$ cat config.mk
export PLATFORM = sky130hd
export DESIGN_NAME = uart_tx_feeder
export DESIGN_NICKNAME = d
export VERILOG_FILES = /design/src/rtl/uart_pkg.sv /design/src/rtl/uart_sync_fifo.sv /design/src/rtl/uart_tx_feeder.sv
export SDC_FILE = /design/constraint.sdc
export NUM_CORES = 1
export LEC_CHECK = 0
export ABC_AREA = 1
export CAP_MARGIN = 30
export CORE_MARGIN = 2
export CORE_UTILIZATION = 60
export DETAILED_ROUTE_END_ITERATION = 7
export PLACE_DENSITY_LB_ADDON = 0.3
export SLEW_MARGIN = 20
export SYNTH_ARGS = -nofsm -noshare
export SYNTH_HDL_FRONTEND = slang
export SYNTH_SLANG_ARGS = --single-unit
$ cat constraint.sdc
create_clock -name clk -period 3.4 [get_ports clk]
set_clock_uncertainty 0.15 [all_clocks]
set_input_delay 0.51 -clock clk [delete_from_list [all_inputs] [get_ports clk]]
set_output_delay 0.51 -clock clk [all_outputs]
set_load 0.1 [all_outputs]
$ cat src/rtl/uart_pkg.sv
// Shared UART definitions: transmit scheduler states and default bit timing.
package uart_pkg;

    localparam int CLOCKS_PER_BIT = 868;
    localparam int BYTE_W         = 8;

    typedef enum logic [1:0] {
        IDLE      = 2'd0,
        WAIT_ACT  = 2'd1,
        WAIT_DONE = 2'd2
    } tx_state_e;

endpackage

$ cat src/rtl/uart_sync_fifo.sv
// Synchronous FIFO with occupancy count, sticky overflow flag and single-cycle flush.
module uart_sync_fifo #(
    parameter int DEPTH = 16,
    parameter int WIDTH = 8,
    localparam int AW = $clog2(DEPTH)
) (
    input  logic             clk,
    input  logic             resetn,
    input  logic             flush,
    input  logic             push_req,
    input  logic [WIDTH-1:0] wr_data,
    input  logic             pop,
    output logic [WIDTH-1:0] rd_data,
    output logic             full,
    output logic             empty,
    output logic [AW:0]      count,
    output logic             overflow
);

    localparam logic [AW:0] DEPTH_CNT = (AW + 1)'(DEPTH);

    logic [WIDTH-1:0] mem [DEPTH];
    logic [AW-1:0]    wr_ptr_reg;
    logic [AW-1:0]    rd_ptr_reg;
    logic [AW:0]      count_reg;
    logic             overflow_reg;
    logic             push_ok;
    logic             pop_ok;

    assign full     = (count_reg == DEPTH_CNT);
    assign empty    = (count_reg == '0);
    assign count    = count_reg;
    assign overflow = overflow_reg;
    assign rd_data  = mem[rd_ptr_reg];

    // A push coinciding with a flush is discarded along with the old contents.
    assign push_ok = push_req && !full && !flush;
    assign pop_ok  = pop && !empty;

    always_ff @(posedge clk) begin
        if (push_ok) begin
            mem[wr_ptr_reg] <= wr_data;
        end
    end

    always_ff @(posedge clk) begin
        if (!resetn || flush) begin
            wr_ptr_reg <= '0;
            rd_ptr_reg <= '0;
            count_reg  <= '0;
        end else begin
            if (push_ok) begin
                wr_ptr_reg <= wr_ptr_reg + 1'b1;
            end
            if (pop_ok) begin
                rd_ptr_reg <= rd_ptr_reg + 1'b1;
            end
            case ({push_ok, pop_ok})
                2'b10:   count_reg <= count_reg + 1'b1;
                2'b01:   count_reg <= count_reg - 1'b1;
                default: count_reg <= count_reg;
            endcase
        end
    end

    always_ff @(posedge clk) begin
        if (!resetn) begin
            overflow_reg <= 1'b0;
        end else if (push_req && full) begin
            overflow_reg <= 1'b1;
        end
    end

endmodule

$ cat src/rtl/uart_tx_feeder.sv
// Queues host bytes and launches them one at a time into the UART transmitter.
// Define UART_TX_FEEDER_LEVEL_EN to add level_o (FIFO occupancy) and flush_i.
module uart_tx_feeder
    import uart_pkg::*;
#(
    parameter int DEPTH = 16,
    localparam int AW = $clog2(DEPTH)
) (
    input  logic              clk,
    input  logic              resetn,
    input  logic [BYTE_W-1:0] in_data_i,
    input  logic              in_valid_i,
    output logic              in_ready_o,
    output logic              tx_start_o,
    output logic [BYTE_W-1:0] tx_data_o,
    input  logic              tx_active_i,
    input  logic              tx_done_i,
    output logic              busy_o,
    output logic              overflow_o
`ifdef UART_TX_FEEDER_LEVEL_EN
    ,
    input  logic              flush_i,
    output logic [AW:0]       level_o
`endif
);

    tx_state_e         state_reg;
    logic              tx_start_reg;
    logic [BYTE_W-1:0] tx_data_reg;

    logic              fifo_flush;
    logic              fifo_pop;
    logic [BYTE_W-1:0] fifo_rd_data;
    logic              fifo_full;
    logic              fifo_empty;
    logic [AW:0]       fifo_count;

`ifdef UART_TX_FEEDER_LEVEL_EN
    assign fifo_flush = flush_i;
    assign level_o    = fifo_count;
`else
    assign fifo_flush = 1'b0;
`endif

    uart_sync_fifo #(
        .DEPTH (DEPTH),
        .WIDTH (BYTE_W)
    ) u_fifo (
        .clk      (clk),
        .resetn   (resetn),
        .flush    (fifo_flush),
        .push_req (in_valid_i),
        .wr_data  (in_data_i),
        .pop      (fifo_pop),
        .rd_data  (fifo_rd_data),
        .full     (fifo_full),
        .empty    (fifo_empty),
        .count    (fifo_count),
        .overflow (overflow_o)
    );

    // The head byte leaves the FIFO in the same cycle it is latched into tx_data_o.
    assign fifo_pop   = (state_reg == IDLE) && !fifo_empty;
    assign in_ready_o = !fifo_full;
    assign busy_o     = (state_reg != IDLE) || (fifo_count != '0);
    assign tx_start_o = tx_start_reg;
    assign tx_data_o  = tx_data_reg;

    always_ff @(posedge clk) begin
        if (!resetn) begin
            state_reg    <= IDLE;
            tx_start_reg <= 1'b0;
            tx_data_reg  <= '0;
        end else begin
            case (state_reg)
                IDLE: begin
                    if (!fifo_empty) begin
                        tx_data_reg  <= fifo_rd_data;
                        tx_start_reg <= 1'b1;
                        state_reg    <= WAIT_ACT;
                    end else begin
                        tx_start_reg <= 1'b0;
                    end
                end
                WAIT_ACT: begin
                    tx_start_reg <= 1'b0;
                    if (tx_active_i) begin
                        state_reg <= WAIT_DONE;
                    end
                end
                WAIT_DONE: begin
                    tx_start_reg <= 1'b0;
                    if (tx_done_i) begin
                        state_reg <= IDLE;
                    end
                end
                default: begin
                    tx_start_reg <= 1'b0;
                    state_reg    <= IDLE;
                end
            endcase
        end
    end

endmodule
==> results of run 1 <==
-- Yosys cell counts (2+ instances only) --
cell type / n / share of area, %
buf_1: 2 / 0.11
dfxtp_1: 25 / 7.5
edfxtp_1: 128 / 57
nor2_1: 37 / 2.1
nand2_2: 2 / 0.19
o21ai_1: 5 / 0.37
buf_4: 7 / 0.78
ha_1: 9 / 1.7
xor2_1: 5 / 0.65
buf_6: 2 / 0.34
nand3b_1: 2 / 0.22
inv_1: 89 / 5.0
a21oi_1: 13 / 0.97
inv_2: 9 / 0.50
nand2_1: 231 / 13
nand3_1: 97 / 7.2
buf_2: 16 / 1.2
-- stage by stage --
| stage | util [%] | hold WS [ns] |
|---|---|---|
| detailed placement | 64.0 | 0.330 |
| CTS | 69.1 | 0.349 |
| finish | 69.3 | 0.336 |
| global placement | 64.0 | 0.317 |
| global route | 69.3 | 0.376 |
| floorplan | - | 0.328 |
-- power groups by stage --
stage / Combinational, mW / Sequential, mW / Clock (mW)
3_3_place_gp: 1.89 / 2.29 / 0
3_5_place_dp: 1.93 / 2.30 / 0
4_1_cts: 1.95 / 2.26 / 1.78
5_1_grt: 2.19 / 2.28 / 1.85
6_report: 1.99 / 2.27 / 1.77
2_1_floorplan: 1.29 / 2.55 / 0
-- cell families after synthesis --
family	count (synthesis)	share of synthesized area (%)
adder cells (fa/ha/maj)	9	1.68
AND/OR/NAND/NOR	373	23.1
AO/OA/AOI/OAI	22	1.77
buffers and inverters	126	7.96
flip-flops	153	64.7
XOR/XNOR	6	0.783
-- path summary, 6_finish.rpt --
| kind | startpoint | end | slack, ns | cells past startpoint |
|---|---|---|---|---|
| min | u_fifo.overflow$_SDFFE_PN0P_ | u_fifo.overflow$_SDFFE_PN0P_ | 0.34 | 2 |
| max reg2reg | u_fifo.count[4]$_SDFFE_PN0P_ | u_fifo.count[4]$_SDFFE_PN0P_ | 0.83 | 14 |
| min reg2reg | u_fifo.overflow$_SDFFE_PN0P_ | u_fifo.overflow$_SDFFE_PN0P_ | 0.34 | 2 |
| max | tx_data_o[3]$_SDFFE_PN0P_ | tx_data_o[3] | 0.71 | 1 |
-- final cells by class --
cell class	instances	area [µm²]	area share, %
clock buffer	21	429	5.69
clock inverter	11	125	1.66
inverter	98	368	4.87
multi-input combinational	410	1830	24.3
sequential	153	4350	57.6
tap	140	175	2.32
timing repair buffer	27	270	3.58
-- routing by layer --
metal / part of all wire [%] / global-route usage, %
met1: 39 / 33.1
met5: 0 / 0
met3: 8.2 / 6.88
met4: 3.1 / 12.1
met2: 49 / 44.0
==> reports/summary.md, run 1 <==
Of all flip-flops after synthesis, the portion carrying an async set or reset was 0%. Cell type of the slowest stage on the worst timing path: clkdlybuf4s50_1. The min-delay analysis places its worst path in the category flop to flop. In this run switching power makes up 37.8% of total power. The first global-routing pass estimated 22800 µm of wire. The signal on the critical path passes through clkdlybuf4s50_1. 25 I/O pins were placed.

Buffers added to address setup during post-CTS repair amount to 0. Of the total power, registers draw 37.6%. The tools report the timing-limited maximum frequency as 0.372 GHz.

In the layout the commonest cells are nand2_1, edfxtp_1, nand3_1, inv_1, nor2_1. At the later pin of the worst-skew pair, clock insertion delay measures 0.53 ns. The post-placement cell area is 0.00697 mm², and the cell row count is 38. The detailed router finished its first iteration with 500 violations. The critical path's largest stage delay was 1.14 ns. OpenSTA, run right after detailed placement, puts the worst setup slack at 0.818 ns. The family with the most delay on the worst path is buffers and inverters. Once detailed placement completed, the half-perimeter wirelength came to 9310 µm. The layout overhead on the synthesized area is 12.4%. The synthesized netlist net count was 711; the number of standard cells in the layout, taps in and fillers out was 860.

For this design the total switching power over the nets is 2.28 mW. Power spread over the standard cell area amounts to 798 mW/mm². Setup repair after global routing left no endpoint under its margin.

The run finished with clean final reports. TritonCTS built the clock tree. The die is 110 µm tall.

The run gives 3.19 nW as the cell leakage power. The clock net in this run drives a total of 153 sinks. The smallest clock period supported by the final layout is computed as 2.69 ns. Initial cell density of the core: 61.7%. In this run, placement finished with an instance count of 827. In this run, post-CTS hold repair placed 0 buffers. The final critical path takes up 79.0% of the cycle. The detail route stage leaves a number of antenna-violating nets equal to 0. The pin count of the biggest net entering global routing is 67. For this run, the detailed router's first-pass iteration total came to 5.

For this run, the leading register cell type out of synthesis is edfxtp_1. The combined area of all synthesized cells was 0.00671 mm². The worst path meets setup with 0.714 ns of slack.

The total count of max-transition violations in the final report came out at 0. Fill cells in the final layout number 775. The maximum buffer depth of the clock tree came out at 2. The Yosys step of the flow raised 0 warnings. The die covers 0.0120 mm². Synthesis produced a netlist whose cell count is 689.

The overall power of the completed layout is 6.02 mW. In this run the mean area of a mapped cell was 9.74 µm². After detailed routing, the number of vias per cell comes to 5.50. The run gives 34.5% as the relative slew slack.

The via count of the first global-routing pass was 4534. The number of different library cells used by synthesis comes to 27. The horizontal extent of the die works out to 110 µm. During placement, the flow inserted port buffers numbering 24.

STA classifies the critical path endpoint as a primary output. Data on the critical path is required at its endpoint by 2.74 ns. The wire length per cell came out at 17.5 µm. The final layout net count was 729; the number of antenna violations at the first check in global routing was 0. For the final count of hold timing violations, the log shows 0. In this run the clock root is driven by a clkbuf_8.

The repair_antennas step left the layout with diodes totalling 0. For the post-route setup TNS, the log shows 0 ns. The category of the worst setup path launch point is a flop.

For this run the aggregate overflow at the end of global routing stands at 0. The worst-margin pin slew was 0.980 ns. The congestion estimate from routability-driven global placement came to 0.952. For the share of the yosys chip area belonging to registers, the log shows 64.7%. The area of the placeable core is 0.0109 mm², and the buffers plus inverters on the worst setup path is 1.

Post-CTS repair changed the size of 0 cells. Along the worst path, the maximum fanout reaches 2. Synthesis inferred 153 register bits.

Data on the critical path arrives at its endpoint at 2.03 ns. Counting the buffers created by CTS gives 17. Setup violations remaining at the end of the flow were counted as 0. The proportion of power drawn by combinational gates is 33.0%, and the total global-route track usage is 26.6%. The number of remaining DRC errors is 0, and the register clock-pin slew on the reported worst setup and hold paths is 0.06 ns.

Across the run, the number of max-cap violations was 0. Summing over every cut layer, the via total after detailed routing is 4730. The H-tree was split into 4 levels. The number of enable flip-flop cells after synthesis is 128. The share of cells above drive strength 1 was 6.53%. The setup path with the least slack is of type flop to primary output. The tools report the internal power consumption as 3.75 mW.

Number of flip-flops under the largest register name: 128. Summing all non-filler instances in the final layout gives an area of 0.00755 mm². IR analysis of the VDD net gives a maximum drop of 0.000772 V. The clock network fraction of total power is 29.4%. The library cell used most frequently in the layout, excluding fill and tap cells, is nand2_1. The run gives 15000 µm as the overall routed net length.
(Power assumes the default switching activity.)
==> run 2, diff against run 1 <==
==> constraint.sdc (replaced) <==
create_clock -name clk -period 2.7 [get_ports clk]
set_clock_uncertainty 0.15 [all_clocks]
set_input_delay 0.405 -clock clk [delete_from_list [all_inputs] [get_ports clk]]
set_output_delay 0.405 -clock clk [all_outputs]
set_load 0.1 [all_outputs]
==> run 2 against run 1 <==
Against the previous run: first-iteration DRC count fell by 19%; cell count grew 2.1%; wire length is 5.3% lower; clock power rose by 29%; core utilization increased by 1.5 points; global-route usage shrank 0.64 points; sequential share of layout area fell by 1.2 points; die area is the same; critical path depth grew 14; worst hold slack got worse by 0.021 ns; count of clock-buffer cells in the layout grew 2; via count shrank 1.5%; critical path type is now flop to flop; largest power group unchanged.
==> reports/summary.md, run 2 (synthesis gave the netlist of run 1 again) <==
The run finished with clean final reports. The library cell used most frequently in the layout, excluding fill and tap cells, is nand2_1. The logs give 0 (unchanged) for the number of setup buffers added after CTS and 0.54 ns (about the same) for the clock latency reported for the late side of the worst-skew pair.

The area of the placeable core was 0.0109 mm² (unchanged); the register clock-pin slew on the reported worst setup and hold paths was 0.06 ns (about the same). The root buffer cell chosen for the clock tree is clkbuf_8. The endpoint identified for the worst register-to-register timing path is u_fifo.count[4]$_SDFFE_PN0P_. The tools report the final count of hold timing violations as 0 (unchanged).

The initial cell density of the core was 61.7% (unchanged). The total global routing overflow is 0 (unchanged). Share of cells above drive strength 1: 10.4% (+3.9 points). Total global-route track usage: 26.0% (-0.64 points). The die height was 110 µm (unchanged).

The tools report the maximum VDD drop as 0.000679 V (-12%). The routed design could run at a clock period as short as 2.32 ns. The tools report the critical path data arrival time as 2.63 ns (+0.60 ns). The worst hold margin is 0.315 ns (-0.0214 ns).

Via density per instance: 5.31 (-3.5%). The path with the worst hold slack has its endpoint at state_reg[1]$_SDFFE_PN0P_. The overall routed net length is 14200 µm (-5.3%), and the final layout net count is 747 (+2.5%). The final number of setup-violating endpoints came out at 0 (unchanged).

The logs give 0 (unchanged) for the number of antenna violations at the first check in global routing and 0 (unchanged) for the count of max-cap constraint violations. STA classifies the critical path endpoint as a flop. Setup repair after global routing left no endpoint under its margin. The detailed router's first-iteration violation count was 405 (-19%); the total half-perimeter wirelength after legalization and detailed placement was 9040 µm (-2.9%). The tools report the number of sinks driven by the clock tree as 153 (unchanged). The overall die area is 0.0120 mm² (unchanged), and the data required time at the worst endpoint is 3.01 ns (+0.27 ns). The number of flip-flops under the largest register name was 128 (unchanged); the H-tree depth was 4 (unchanged).

The tools report the post-placement cell area as 0.00712 mm² (+2.2%). TritonCTS built the clock tree. For the cell leakage power, the log shows 3.34 nW (+4.7%). Power per cell area: 995 mW/mm² (+25%). The maximum buffer depth of the clock tree was 2 (unchanged). The tools report the wire length of the first global-routing pass as 22500 µm (-1.3%). The number of iterations in the first detailed-routing pass is 5 (unchanged), and the number of buffer cells added on primary ports is 24 (unchanged). The worst-margin pin slew works out to 0.739 ns (-0.241 ns). The number of remaining DRC errors is 0 (unchanged), and the slack of the worst reg-to-reg path is 0.38 ns (-0.45 ns). The run gives 0.862 (-9.4%) as the final estimated routing congestion in global placement. Leaving out fill and tap cells, the most frequent cells in the layout are nand2_1, edfxtp_1, nand3_1, inv_1, nor2_1.

Boundary pin count: 25 (unchanged). The number of inserted diodes was 0 (unchanged). The worst setup path is of the flop to flop kind. The horizontal extent of the die is 110 µm (unchanged). The worst register-to-register path begins at u_fifo.count[0]$_SDFFE_PN0P_.

The TritonCTS buffer count was 17 (unchanged). Pin count of the biggest net entering global routing: 67 (unchanged). The tools report the post-route setup TNS as 0 ns (unchanged).

The min-delay analysis places its worst path in the category input port to flop. The logs give 0.00771 mm² (+2.1%) for the total non-filler cell area in the finished layout and 0 (unchanged) for the quantity of gates resized following cts. The worst setup path is launched from a flop.

The layout overhead on the synthesized area is 14.8%. The total count of max-transition violations in the final report was 0 (unchanged); the number of cells on the worst hold path was 3 (+1). For the timing-limited maximum frequency, the log shows 0.431 GHz. The count of antenna-violating nets left after detailed routing was 0 (unchanged); the maximum fanout count along the critical path was 7 (+5).

The cell row count is 38 (unchanged). The relative slew slack is 50.6% (+16 points). The via count is 4661 (-1.5%), and the final clock period utilization by the worst path is 86.0%. The run gives 4490 (-0.97%) as the via count of the first global-routing pass. In this run the most critical hold path is launched from tx_active_i.

The number of buffers inserted by hold repair at cts was 0 (unchanged); the worst-case reg-to-reg path depth was 15 (+1). The final design utilization is 70.8% (+1.5 points). The wire length per cell works out to 16.2 µm (-7.3%).
## run 2: power breakdown
part	total, mW	internal, mW	leakage, nW	switching [mW]
clock network	2.29	1.39	0.284	0.900
registers	2.87	2.72	1.36	0.146
logic	2.51	0.712	1.69	1.80
total	7.67	4.82	3.34	2.85
## run 2: layout make-up
class | count | area, µm²
Sequential cell | 153 | 4350
Fill cell | 804 | 3180
Multi-Input combinational cell | 410 | 1840
Clock buffer | 23 | 500
Timing Repair Buffer | 45 | 393
Inverter | 98 | 368
Tap cell | 140 | 175
Clock inverter | 9 | 81.3
## run 2: metrics by stage
stage,total power [mW],instances,setup WS (ns)
after global routing,8.06,878,0.144
after floorplan,4.85,689,0.253
after global placement,5.35,846,0.275
after detailed placement,5.41,846,0.218
final,7.67,878,0.378
after CTS,7.70,878,0.381
## run 2: how the worst max path moves through the flow
stage / from / end / slack, ns / depth (start not counted)
final: u_fifo.count[0]$_SDFFE_PN0P_ / u_fifo.count[4]$_SDFFE_PN0P_ / 0.38 / 15
after CTS: u_fifo.count[0]$_SDFFE_PN0P_ / u_fifo.count[4]$_SDFFE_PN0P_ / 0.38 / 15
after floorplan: u_fifo.count[0]$_SDFFE_PN0P_ / u_fifo.count[4]$_SDFFE_PN0P_ / 0.25 / 13
after global routing: u_fifo.count[0]$_SDFFE_PN0P_ / u_fifo.count[4]$_SDFFE_PN0P_ / 0.14 / 15
after global placement: in_valid_i / u_fifo.count[4]$_SDFFE_PN0P_ / 0.27 / 13
after detailed placement: in_valid_i / u_fifo.count[4]$_SDFFE_PN0P_ / 0.22 / 13
## run 2: metal layers
| metal | part of all wire (%) | track usage (%) | vias to the layer above | wire [µm] |
|---|---|---|---|---|
| met2 | 51 | 42.8 | 123 | 7220 |
| li1 | - | - | 2297 | - |
| met3 | 5.7 | 7.17 | 24 | 808 |
| met4 | 2.1 | 10.4 | 0 | 301 |
| met5 | 0 | 0 | - | 0 |
| met1 | 42 | 32.7 | 2217 | 5910 |
## run 2: critical path: stages (launching register included)
cell,delay (ns)
dfxtp_1,0.35
nor2_2,0.19
nand4_1,0.15
nand2_2,0.17
inv_2,0.05
ha_1,0.25
xor2_1,0.20
ha_1,0.17
inv_1,0.04
nand2_1,0.09
nand3_1,0.11
nand2_1,0.08
nand2_1,0.04
nand2_1,0.05
nand2_1,0.04
a21oi_1,0.11
==> run 3, diff against run 2 <==
--- a/config.mk
+++ b/config.mk
@@ -7,9 +7,10 @@
 export LEC_CHECK = 0
 export ABC_AREA = 1
 export CAP_MARGIN = 30
-export CORE_MARGIN = 2
-export CORE_UTILIZATION = 60
+export CORE_MARGIN = 10
+export CORE_UTILIZATION = 38
 export DETAILED_ROUTE_END_ITERATION = 7
+export GPL_ROUTABILITY_DRIVEN = 0
 export PLACE_DENSITY_LB_ADDON = 0.3
 export SLEW_MARGIN = 20
 export SYNTH_ARGS = -nofsm -noshare
==> run 3 against run 2 <==
Against the previous run: setup slack worse by 0.13 ns; final area rose by 1.1%; combinational power barely moved; core utilization down 26 points; sequential cell count unchanged; critical endpoint unchanged; non-clock buffer count is 1 higher; sequential share of layout area fell by 0.62 points; first-iteration DRC count rose by 4.4%.
==> reports/summary.md, run 3 (synthesis gave the netlist of run 1 again) <==
For the detailed router's first-iteration violation count, the log shows 423 (+4.4%). The final count of hold timing violations is 0 (unchanged), and the maximum fanout count along the critical path is 7 (unchanged). Number of iterations in the first detailed-routing pass: 5 (unchanged).

The area occupied by registers came out at 0.00435 mm² (unchanged). The count of max-cap constraint violations was 0 (unchanged). The flow ran to the end, and the final reports show no timing, DRC or antenna violations. The final clock period utilization by the worst path is 90.8% (+4.8 points). On the critical path, the stage with the largest delay is an instance of dfxtp_1. The logs give 4609 (-1.1%) for the via count and 748 (+0.13%) for the final layout net count. For the H-tree depth, the log shows 4 (unchanged).

The timing-limited maximum frequency was 0.408 GHz (-5.3%). Grouping stages by cell kind, the critical path spends the most delay in simple AND/OR/NAND/NOR gates. The category of the worst setup path launch point was a flop. Total count of max-transition violations in the final report: 0 (unchanged).

The maximum VDD drop is 0.000537 V (-21%), and the layout overhead on the synthesized area is 16.1%. The boundary pin count was 25 (unchanged). The tools report the total half-perimeter wirelength after legalization and detailed placement as 9500 µm (+5.0%). For the total non-filler cell area in the finished layout, the log shows 0.00779 mm² (+1.1%). Counting stages on the worst path, the most repeated cell is nand2_1. Setup repair after global routing left no endpoint under its margin.

The data required time at the worst endpoint was 2.83 ns (-0.18 ns); the buffers plus inverters on the worst setup path was 2 (unchanged). Traced cell by cell, the critical path runs through nor2_2, nand4_1, nand2_2, inv_2, ha_1, xor2_1, ha_1, inv_1, nand2_1, nand3_1, nand3b_1, nand2_1, nand2_1, a21oi_1. STA classifies the critical path endpoint as a flop. The initial cell density of the core came out at 38.8% (-23 points). The relative slew slack is 53.4% (+2.8 points), and the number of standard cells in the layout, taps in and fillers out is 964 (+9.8%). The count of antenna-violating nets left after detailed routing was 0 (unchanged); the number of sinks driven by the clock tree was 153 (unchanged).

The clock latency reported for the late side of the worst-skew pair was 0.43 ns (-0.11 ns); the register clock-pin slew on the reported worst setup and hold paths was 0.06 ns (about the same). The final number of setup-violating endpoints was 0 (unchanged). The critical path's largest stage delay is 0.35 ns (about the same). The via count of the first global-routing pass was 4472 (-0.40%). The tools report the quantity of gates resized following cts as 0 (unchanged). The worst-margin pin slew is 0.699 ns (-0.0399 ns), and the wire length per cell is 15.2 µm (-6.3%). Total global routing overflow: 0 (unchanged). The run gives 2.58 ns (-0.05 ns) as the critical path data arrival time. The overall routed net length was 14700 µm (+2.9%). TritonCTS buffer count: 17 (unchanged). The worst hold path belongs to the class flop to flop. The run gives 67 (unchanged) as the pin count of the biggest net entering global routing.

The final critical-path required period is 2.45 ns (+0.130 ns), and the via density per instance is 4.78 (-9.9%). The tools report the overall die area as 0.0234 mm² (+94%). The tools report the number of setup buffers added after CTS as 0 (unchanged).

The tools report the post-placement cell area as 0.00723 mm² (+1.4%). Root buffer selected by CTS: clkbuf_16. For the count of fill cells added during filler insertion, the log shows 1598 (+99%). In the layout the commonest cells are nand2_1, edfxtp_1, nand3_1, inv_1, nor2_1. The number of buffers inserted by hold repair at cts came out at 0 (unchanged). By startpoint and endpoint, the worst setup path is classified as flop to flop. The die height is 153 µm (+39%). Maximum buffer depth of the clock tree: 2 (unchanged). The area of the placeable core was 0.0173 mm² (+59%); the number of placed instances, taps included was 932 (+10%). The cell leakage power was 3.32 nW (-0.44%).

The power per cell area is 979 mW/mm² (-1.6%), and the number of inserted diodes is 0 (unchanged). The cell row count came out at 48 (+26%). The number of antenna violations at the first check in global routing is 0 (unchanged). The most common cell after layout, fill and taps aside was nand2_1. The share of cells above drive strength 1 is 10.6% (+0.12 points), and the overall power of the completed layout is 7.63 mW (-0.51%). The number of flip-flops under the largest register name was 128 (unchanged). For the area occupied by multi-input gates, the log shows 0.00184 mm² (unchanged). TritonCTS built the clock tree. The post-route setup TNS is 0 ns (unchanged), and the number of buffer cells added on primary ports is 24 (unchanged).

The horizontal extent of the die is 153 µm (+39%). The wire length of the first global-routing pass is 23800 µm (+5.7%), and the number of remaining DRC errors is 0 (unchanged). Total global-route track usage: 12.7% (-13 points).
## run 3: stage by stage
step | hold slack, ns | setup slack (ns) | util (%)
floorplan | 0.328 | 0.253 | -
global placement | 0.308 | 0.293 | 41.8
detailed placement | 0.317 | 0.174 | 41.8
CTS | 0.330 | 0.294 | 45.1
global route | 0.359 | 0.0458 | 45.1
finish | 0.325 | 0.248 | 45.1
## run 3: where the power goes
group / leakage, nW / internal (mW) / total [mW] / switching [mW]
Sequential: 1.36 / 2.72 / 2.83 / 0.106
Clock: 0.271 / 1.34 / 2.26 / 0.915
Combinational: 1.69 / 0.705 / 2.54 / 1.84
## run 3: layer usage
layer  vias up  GRT usage (%)  share of wire [%]  wire length, µm
li1       2298              -                  -                -
met2       125           20.6                 48             7060
met1      2164           16.3                 46             6740
met3        22           2.38                3.9              567
met4         0           5.04                1.9              282
met5         -              0                  0                0
## run 3: worst min-delay path: stages, from the launching register on
cell and delay [ns]:
dfxtp_1 0.33, a21oi_1 0.04, nor2_1 0.07
## run 3: area by class of cell
| cell class | instances | share of cell area (%) |
|---|---|---|
| sequential | 153 | 55.8 |
| timing repair buffer | 46 | 4.98 |
| clock buffer | 22 | 6.09 |
| inverter | 98 | 4.72 |
| tap | 225 | 3.61 |
| clock inverter | 10 | 1.19 |
| multi-input combinational | 410 | 23.7 |
## run 3: final timing paths
kind                                                endpoint  slack, ns  cells after the start                          from
worst min-delay path            u_fifo.overflow$_SDFFE_PN0P_       0.33                      2  u_fifo.overflow$_SDFFE_PN0P_
worst max-delay path            u_fifo.count[4]$_SDFFE_PN0P_       0.25                     14  u_fifo.count[0]$_SDFFE_PN0P_
worst max register to register  u_fifo.count[4]$_SDFFE_PN0P_       0.25                     14  u_fifo.count[0]$_SDFFE_PN0P_
worst min register to register  u_fifo.overflow$_SDFFE_PN0P_       0.33                      2  u_fifo.overflow$_SDFFE_PN0P_
